**config.mk**
```make
export PLATFORM = sky130hd
export DESIGN_NAME = fault_event_logger
export DESIGN_NICKNAME = d
export VERILOG_FILES = /design/src/rtl/fault_event_logger.sv
export SDC_FILE = /design/constraint.sdc
export NUM_CORES = 1
export LEC_CHECK = 0
export ABC_AREA = 1
export CAP_MARGIN = 10
export CORE_MARGIN = 1.5
export CORE_UTILIZATION = 61
export CTS_BUF_LIST = sky130_fd_sc_hd__clkbuf_4
export DETAILED_ROUTE_END_ITERATION = 16
export PLACE_DENSITY = 0.81
export SYNTH_ARGS = -nofsm -noshare
export SYNTH_HDL_FRONTEND = slang
export SYNTH_SLANG_ARGS = --single-unit
export TNS_END_PERCENT = 5
```
**constraint.sdc**
```tcl
create_clock -name clk -period 3.1 [get_ports clk]
set_input_delay 0.465 -clock clk [delete_from_list [all_inputs] [get_ports clk]]
set_output_delay 0.465 -clock clk [all_outputs]
set_load 0.005 [all_outputs]
```
**src/rtl/fault_event_logger.sv**
```systemverilog
// Fault event logger: FIFO buffering of watchdog fault events with sticky fatal map, drop counter and irq.
// Latency: an accepted event is visible on rd_valid/rd_data one cycle after acceptance (no same-cycle bypass).
// Backpressure: evt_ready is always 1; an event arriving while full with no pop is dropped and counted.
//
// Ports:
//   clk, rst_n            clock, asynchronous active-low reset
//   evt_valid/evt_ready   event strobe from the watchdog; ready tied high
//   evt_severity/code/ch  event payload {severity, code, channel}
//   rd_valid/rd_pop       FIFO non-empty / host pop of the head entry
//   rd_data               head entry {severity, code, ch}, first-word fall-through
//   rd_level              occupancy 0..DEPTH
//   drop_cnt/drop_clr     saturating count of events lost to a full FIFO, and its clear
//   fatal_map/fatal_clr   sticky per-channel fatal bits (severity >= 3), per-bit clear
//   irq/irq_clr           sticky interrupt, and its clear
//   rd_ts                 head entry timestamp (only with FAULT_LOG_TIMESTAMP_EN defined)
// Build option: define FAULT_LOG_TIMESTAMP_EN to capture a free-running 32-bit cycle count per entry.
module fault_event_logger #(
  parameter int NUM_CH      = 8,
  parameter int DEPTH       = 16,
  parameter int IRQ_SEV_MIN = 3,
  parameter int DROP_W      = 8,
  localparam int CHW        = $clog2(NUM_CH),
  localparam int AW         = $clog2(DEPTH),
  localparam int DW         = 12 + CHW
) (
  input  logic              clk,
  input  logic              rst_n,
  input  logic              evt_valid,
  output logic              evt_ready,
  input  logic [3:0]        evt_severity,
  input  logic [7:0]        evt_code,
  input  logic [CHW-1:0]    evt_ch,
  output logic              rd_valid,
  input  logic              rd_pop,
  output logic [DW-1:0]     rd_data,
  output logic [AW:0]       rd_level,
  output logic [DROP_W-1:0] drop_cnt,
  input  logic              drop_clr,
  output logic [NUM_CH-1:0] fatal_map,
  input  logic [NUM_CH-1:0] fatal_clr,
  output logic              irq,
`ifdef FAULT_LOG_TIMESTAMP_EN
  input  logic              irq_clr,
  output logic [31:0]       rd_ts
`else
  input  logic              irq_clr
`endif
);

  localparam logic [AW:0] LVL_FULL = (AW+1)'(DEPTH);

  logic [DW-1:0]     mem [DEPTH];
  logic [AW-1:0]     wr_ptr;
  logic [AW-1:0]     rd_ptr;
  logic [AW:0]       level;
  logic              full;
  logic              push;
  logic              pop;
  logic              drop;
  logic              drop_inc;
  logic              sev_fatal;
  logic              sev_irq;
  logic              ch_ok;
  logic [NUM_CH-1:0] fatal_set;

  assign evt_ready = 1'b1;
  assign full      = (level == LVL_FULL);
  assign rd_valid  = (level != '0);
  assign rd_level  = level;
  assign pop       = rd_pop && rd_valid;
  // A pop in the same cycle frees the slot, so a full FIFO still accepts.
  assign push      = evt_valid && (!full || pop);
  assign drop      = evt_valid && full && !pop;
  // Counter moves on a drop unless saturated; a clear with a drop restarts at 1.
  assign drop_inc  = drop && (drop_clr || (drop_cnt != '1));
  assign sev_fatal = evt_valid && (evt_severity >= 4'd3);
  assign sev_irq   = evt_valid && (32'(evt_severity) >= IRQ_SEV_MIN);
  // Out-of-range channel ids are still logged but never touch the map.
  assign ch_ok     = (32'(evt_ch) < NUM_CH);

  // Head is gated so the read port idles at zero while empty.
  assign rd_data   = rd_valid ? mem[rd_ptr] : '0;

  always_comb begin
    fatal_set = '0;
    if (sev_fatal && ch_ok) fatal_set[evt_ch] = 1'b1;
  end

  always_ff @(posedge clk) begin
    if (push) mem[wr_ptr] <= {evt_severity, evt_code, evt_ch};
  end

  always_ff @(posedge clk or negedge rst_n) begin
    if (!rst_n) begin
      wr_ptr <= '0;
      rd_ptr <= '0;
      level  <= '0;
    end else begin
      if (push) wr_ptr <= wr_ptr + AW'(1);
      if (pop)  rd_ptr <= rd_ptr + AW'(1);
      case ({push, pop})
        2'b10:   level <= level + (AW+1)'(1);
        2'b01:   level <= level - (AW+1)'(1);
        default: level <= level;
      endcase
    end
  end

  always_ff @(posedge clk or negedge rst_n) begin
    if (!rst_n) begin
      drop_cnt  <= '0;
      fatal_map <= '0;
      irq       <= 1'b0;
    end else begin
      if (drop_clr)      drop_cnt <= drop ? DROP_W'(1) : '0;
      else if (drop_inc) drop_cnt <= drop_cnt + DROP_W'(1);
      // New sets take priority over clears in the same cycle.
      fatal_map <= (fatal_map & ~fatal_clr) | fatal_set;
      irq       <= (irq && !irq_clr) || sev_irq || drop_inc;
    end
  end

`ifdef FAULT_LOG_TIMESTAMP_EN
  logic [31:0] ts_cnt;
  logic [31:0] ts_mem [DEPTH];

  always_ff @(posedge clk or negedge rst_n) begin
    if (!rst_n) ts_cnt <= '0;
    else        ts_cnt <= ts_cnt + 32'd1;
  end

  // Stamp is the counter value at the accepting edge.
  always_ff @(posedge clk) begin
    if (push) ts_mem[wr_ptr] <= ts_cnt;
  end

  assign rd_ts = rd_valid ? ts_mem[rd_ptr] : '0;
`else
  // No timestamp counter or storage in this build.
`endif

endmodule

```
# After elaboration in Yosys (flattened, before gate mapping)
# Memory sizes are Yosys's and may differ from the RTL's.
# Index checks and enable logic that the tools add are counted.
# op_classes
addsub	5
multipliers	0
div_mod_pow	0
order_cmp	4
n_eq_ne	4
shift	0
muxes	10
bitwise	3
reduce_logical	19
# op_table
cell	n
$mux W8	3
$mux W15	1
$pmux W5 S2	1
$logic_and A1 B1 Y1	9
$add A4 B1 Y4 const B	2
$add A8 B1 Y8 const B	1
$and A8 B8 Y8	1
$ge A4 B2 Y1 const B	2
$ne A8 B8 Y1 const B	1
$not A8 Y8	1
$or A8 B8 Y8	1
$add A5 B1 Y5 const B	1
$eq A5 B5 Y1 const B	1
$reduce_bool A5 Y1	1
$sub A5 B1 Y5 const B	1
$logic_or A1 B1 Y1	4
$lt A3 B4 Y1 const B	1
$mux W1	4
$reduce_bool A2 Y1	2
$demux W1 S3	1
$ge A3 B1 Y1 const B	1
$logic_not A1 Y1	3
$eq A2 B1 Y1 const B	1
$eq A2 B2 Y1 const B	1
# word_totals
register_bits	30
latchBits	0
ram_bits	240
romBits	0
elab_cells	52
memories	1
# memory_table
memory	depth	word_bits	rd	rd_ports_with_merged_regs	wr	line	source
mem	16	15	1	0	1	52	logic [DW-1:0] mem [DEPTH];

# Longest topological paths before layout
# depth
depth_word	7
ltp_mapped	15

# Worst setup path after synthesis
# OpenSTA, ideal clock, no wires.
# synth_timing
kind	flip-flop to flip-flop
from	reg level[0], in the netlist rd_level[0]
to	reg level[4], in the netlist rd_level[4]
arrival_ps	2094
setup_slack_ps	889
stages_incl_launch_ff	15
n_path_buf	0
period_less_slack_ps	2211
cell_sequence	dfrtp_1 > nor2_1 > nand2_1 > nor2_4 > inv_2 > nand2_1 > inv_2 > ha_1 > xor2_1 > ha_1 > a21o_1 > nand3_1 > nand3_1 > nand3_1 > nand2_1
# synth_between
elab_chain_len	6
word_cells_on_any_way	12
# synth_rtl
element	line	source
start, declared	55	logic [AW:0] level;
start signal, assigned	102	2'b10: level <= level + (AW+1)'(1);
start signal, assigned	103	2'b01: level <= level - (AW+1)'(1);
start signal, assigned	104	default: level <= level;
$reduce_bool A5 Y1 (*)	68	assign rd_valid = (level != '0);
via rd_valid	33	output logic rd_valid,
$logic_and A1 B1 Y1 (*)	70	assign pop = rd_pop && rd_valid;
via pop	58	logic pop;
$logic_or A1 B1 Y1	72	assign push = evt_valid && (!full || pop);
$logic_and A1 B1 Y1	72	
$eq A2 B1 Y1 / $eq A2 B2 Y1 (equally long branches)	101	case ({push, pop})
$pmux W5 S2 / $reduce_bool A2 Y1 (equally long branches)	n/a	
# The timed path passes the listed nets; every way through them passes the cells marked *.
# A chain may end at the register's enable or synchronous reset.

# Worst setup path after layout
# layout_timing
from	reg rd_ptr[0]
to	out rd_data[6]
# layout_between
elab_chain_len	2
# layout_rtl
element	line	source
start, declared	54	logic [AW-1:0] rd_ptr;
start signal, assigned	100	if (pop) rd_ptr <= rd_ptr + AW'(1);
$mem_v2 Z16 W15	n/a	
$mux W15	82	assign rd_data = rd_valid ? mem[rd_ptr] : '0;
end, declared	35	output logic [DW-1:0] rd_data,
# Every way passes these cells.

==> key figures <==
Floorplanning
  • I/O pin cnt: 68
  • Die Y: 139.7 um
  • Die W: approximately 140 um
  • Die Footprint: 19,510 um2
  • Core region area: 18,150 um2
  • Rows: approximately 50
  • Initial Util: between 60% and 70%

Logic synthesis
  • Number of synthesized flops with an enable pin: 240
  • Register area share after synthesis: 69.84%
  • Leading area contributor after synthesis: edfxtp_1
  • Number of distinct library cells after synthesis: 31
  • Syn Nets: 1,057
  • Syn Inst Count: roughly 1,000
  • YS warnings: 0
  • Synth top cells by count: nand2_1, edfxtp_1, nand3_1
  • Post-Synth Adder-Cell Area: 1.098%
  • Mux contribution to synthesized area: 0%
  • Main combinational cell family by area after synthesis: simple AND/OR/NAND/NOR gates
  • Mean Syn Cell Area: 11.19 um2
  • Largest cells by area after synthesis: edfxtp_1, nand2_1, nand3_1
  • Most common cell in the synthesized netlist: nand2_1
  • Predominant post-synthesis flop cell: edfxtp_1
  • Post-Synth XOR/XNOR Area: under 10%
  • Share of the synthesized area in the top cell type: 63.25%
  • Synth Area in Compound Gates: ~1.8%
  • Flops & latches, synth: 270
  • Post-synth ARST share: around 11%
  • Simple-gate portion of the synthesized area: 22.10%
  • Synth Cell Area: 11,390 um2

Global routing
  • Initial antenna violation count: 1
  • First-pass GRT wire length: 44,210 um
  • Grt ovf: 0
  • Vias in the first global route: 8,313
  • Tot GR Track Use: 30.00%
  • Pin count of the biggest net entering global routing: 50

Worst setup path
  • Worst R2R Path Depth: 14
  • Critical Setup Path Class: reg2out
  • Worst Path Buf+Inv: 3
  • Crit-path cells: clkinv_4 -> bufbuf_16 -> nand2_1 -> nand3_1 -> nand3_1 -> nand2_1 -> nand2_1 -> a21oi_2 -> clkdlybuf4s50_1
  • CP arrival: 2.82 ns
  • Levels on crit path: 9
  • Endpoint class of the critical path: output port
  • Crit-path max FO: 21
  • CP delay by family, top: buffers and inverters
  • Worst endpoint required time: about 2.6 ns
  • Critical Path Max Stage Delay: around 0.56 ns
  • Crit-path slowest cell: clkdlybuf4s50_1
  • Startpoint Class: register
  • Cell mode on critical path: nand2_1

STA
  • Worst Clk Skew: about 0.034 ns
  • Rel. slew slack: 50.35%
  • Maximum clock rate: 304.7 MHz
  • Final Setup Violations: 8
  • Min Tclk post-route: 3.282 ns
  • RSZ-0062 raised after global routing: true
  • Worst slew pin tran: 0.7424 ns
  • Period utilization: 105.9%
  • WHS: slightly below 0.2 ns
  • Setup WS post-layout: -0.1824 ns
  • Max-slew violations: 0
  • Fin. Hold Viols: 0

Clock network
  • Number of buffers created by CTS: 68
  • CTS max path bufs: 3
  • CTS root buffer: clkbuf_4
  • Clock tree from TritonCTS: done
  • Hold Buf Count CTS: 0
  • H-tree depth: 3
  • Clock-pin slew on the worst setup and hold paths: approximately 0.060 ns
  • # clock sinks: 270
  • Worst-skew pair later-pin latency: 0.68 ns

Min path
  • Worst min path class: in2async

Routing
  • Routed wire length: roughly 28,000 um
  • Post-route ant nets: 0
  • Routed WL per cell: a little under 20 um
  • Drt first pass iters: 12
  • Via density: between 5 and 6
  • Via Count: 8,343
  • Residual DRC count: 3
  • DR iter-0 viols: 757

Finish
  • Layout cells sized above 1: 15.31%
  • Post-layout instance area: 13,490 um2
  • Util after Layout: between 70% and 80%
  • Area Growth Syn to Fin: 18.44%
  • NumNets Final: around 1,200

Placement
  • Placed inst area: 12,520 um2
  • I/O Buffers: 66
  • Final GP Congestion: 0.8808
  • Hpwl dp: roughly 16,000 um

Run status
  • Status: finished with violations
  • Violated checks: design-rule violations, negative setup slack

Job
  • Max-cap violations: 0

Power and ir drop
  • Worst VDD drop: ~550 uV
  • Pwr Density: 897.6 nW/um2
  • Leakage: 5.339 nW
==> report_power, final <==
group / switching [mW] / internal [mW] / total, mW / leakage (nW)
clock: 1.35 / 1.45 / 2.80 / 0.478
combinational: 2.92 / 1.81 / 4.73 / 2.31
sequential: 0.205 / 4.37 / 4.58 / 2.55
==> worst paths after layout <==
| check | startpoint | end | slack, ns |
|---|---|---|---|
| hold / removal | rst_n | fatal_map[7]$_DFF_PN0_ | 0.19 |
| setup reg to reg | rd_level[0]$_DFFE_PN0P_ | rd_level[4]$_DFFE_PN0P_ | 0.72 |
| hold reg to reg | fatal_map[3]$_DFF_PN0_ | fatal_map[3]$_DFF_PN0_ | 0.55 |
| setup / recovery | rd_ptr[0]$_DFFE_PN0P_ | rd_data[6] | -0.18 |
| min in group clk | fatal_clr[7] | fatal_map[7]$_DFF_PN0_ | 0.37 |
| max in group asynchronous | rst_n | rd_ptr[0]$_DFFE_PN0P_ | 2.59 |
==> cell families after synthesis <==
family / count (synthesis)
AO/OA/AOI/OAI: 35
other: 1
adder cells (fa/ha/maj): 10
AND/OR/NAND/NOR: 594
buffers and inverters: 94
flip-flops: 270
XOR/XNOR: 14
==> cells in the final DEF (no fill, tap or decap), types with 2 or more instances in the layout <==
| cell type | count |
|---|---|
| a21oi_1 | 8 |
| a21oi_2 | 8 |
| buf_12 | 10 |
| buf_16 | 2 |
| buf_4 | 34 |
| bufbuf_16 | 2 |
| clkbuf_4 | 92 |
| clkdlybuf4s50_1 | 59 |
| clkinv_1 | 13 |
| clkinv_2 | 2 |
| dfrtp_1 | 28 |
| dfrtp_4 | 2 |
| dlygate4sd2_1 | 3 |
| dlymetal6s2s_1 | 4 |
| edfxtp_1 | 240 |
| ha_1 | 10 |
| inv_1 | 34 |
| inv_2 | 7 |
| nand2_1 | 354 |
| nand3_1 | 208 |
| nand3b_1 | 2 |
| nor2_1 | 10 |
| nor2_2 | 17 |
| nor2_4 | 2 |
| o21ai_0 | 4 |
| o21ai_1 | 2 |
| o22ai_1 | 8 |
| xnor2_1 | 4 |
| xor2_1 | 10 |
==> area by class of cell <==
| type | instances | area (um2) |
|---|---|---|
| flip-flops and latches | 270 | 7965 |
| clock buffers | 92 | 690.7 |
| diodes | 1 | 2.502 |
| well taps | 229 | 286.5 |
| fillers | 1151 | 4653 |
| repair buffers | 115 | 1254 |
| multi-input cells | 654 | 3044 |
| inverters | 41 | 158.9 |
| clock inverters | 17 | 92.59 |
==> sequential cells by signal, indices dropped and copies added, names as in the netlist <==
signal,flops
drop_cnt,8
rd_level,5
rd_ptr,4
wr_ptr,4
fatal_map,8
irq,1
mem,240
==> metal layers <==
layer,vias up,part of all wire (%),GRT usage (%),wire [um]
met5,-,0,0,0
met4,0,3.0,13.52,841
met3,72,11,7.571,3189
met2,527,49,47.63,13700
met1,3940,37,39.57,10490
li1,3804,-,-,-
==> stage by stage <==
step	power [mW]	cells	setup slack [ns]	setup TNS, ns
3_3_place_gp	8.841	1302	0.4976	0
5_1_grt	12.77	1419	-0.2727	-1.558
6_report	12.11	1419	-0.1824	-0.6278
2_1_floorplan	7.275	1018	0.8886	0
3_5_place_dp	8.965	1302	0.4584	0
4_1_cts	12.00	1414	-0.1529	-1.391
==> timing repair <==
| action | in CTS | in global routing |
|---|---|---|
| gates cloned | 3 | 0 |
| setup endpoints to repair | 15 | 12 |
| setup buffers | 0 | 4 |
| resized for setup | 13 | 7 |
| pin swaps | 2 | 3 |
Note: power is estimated with default switching activity, not from simulation.
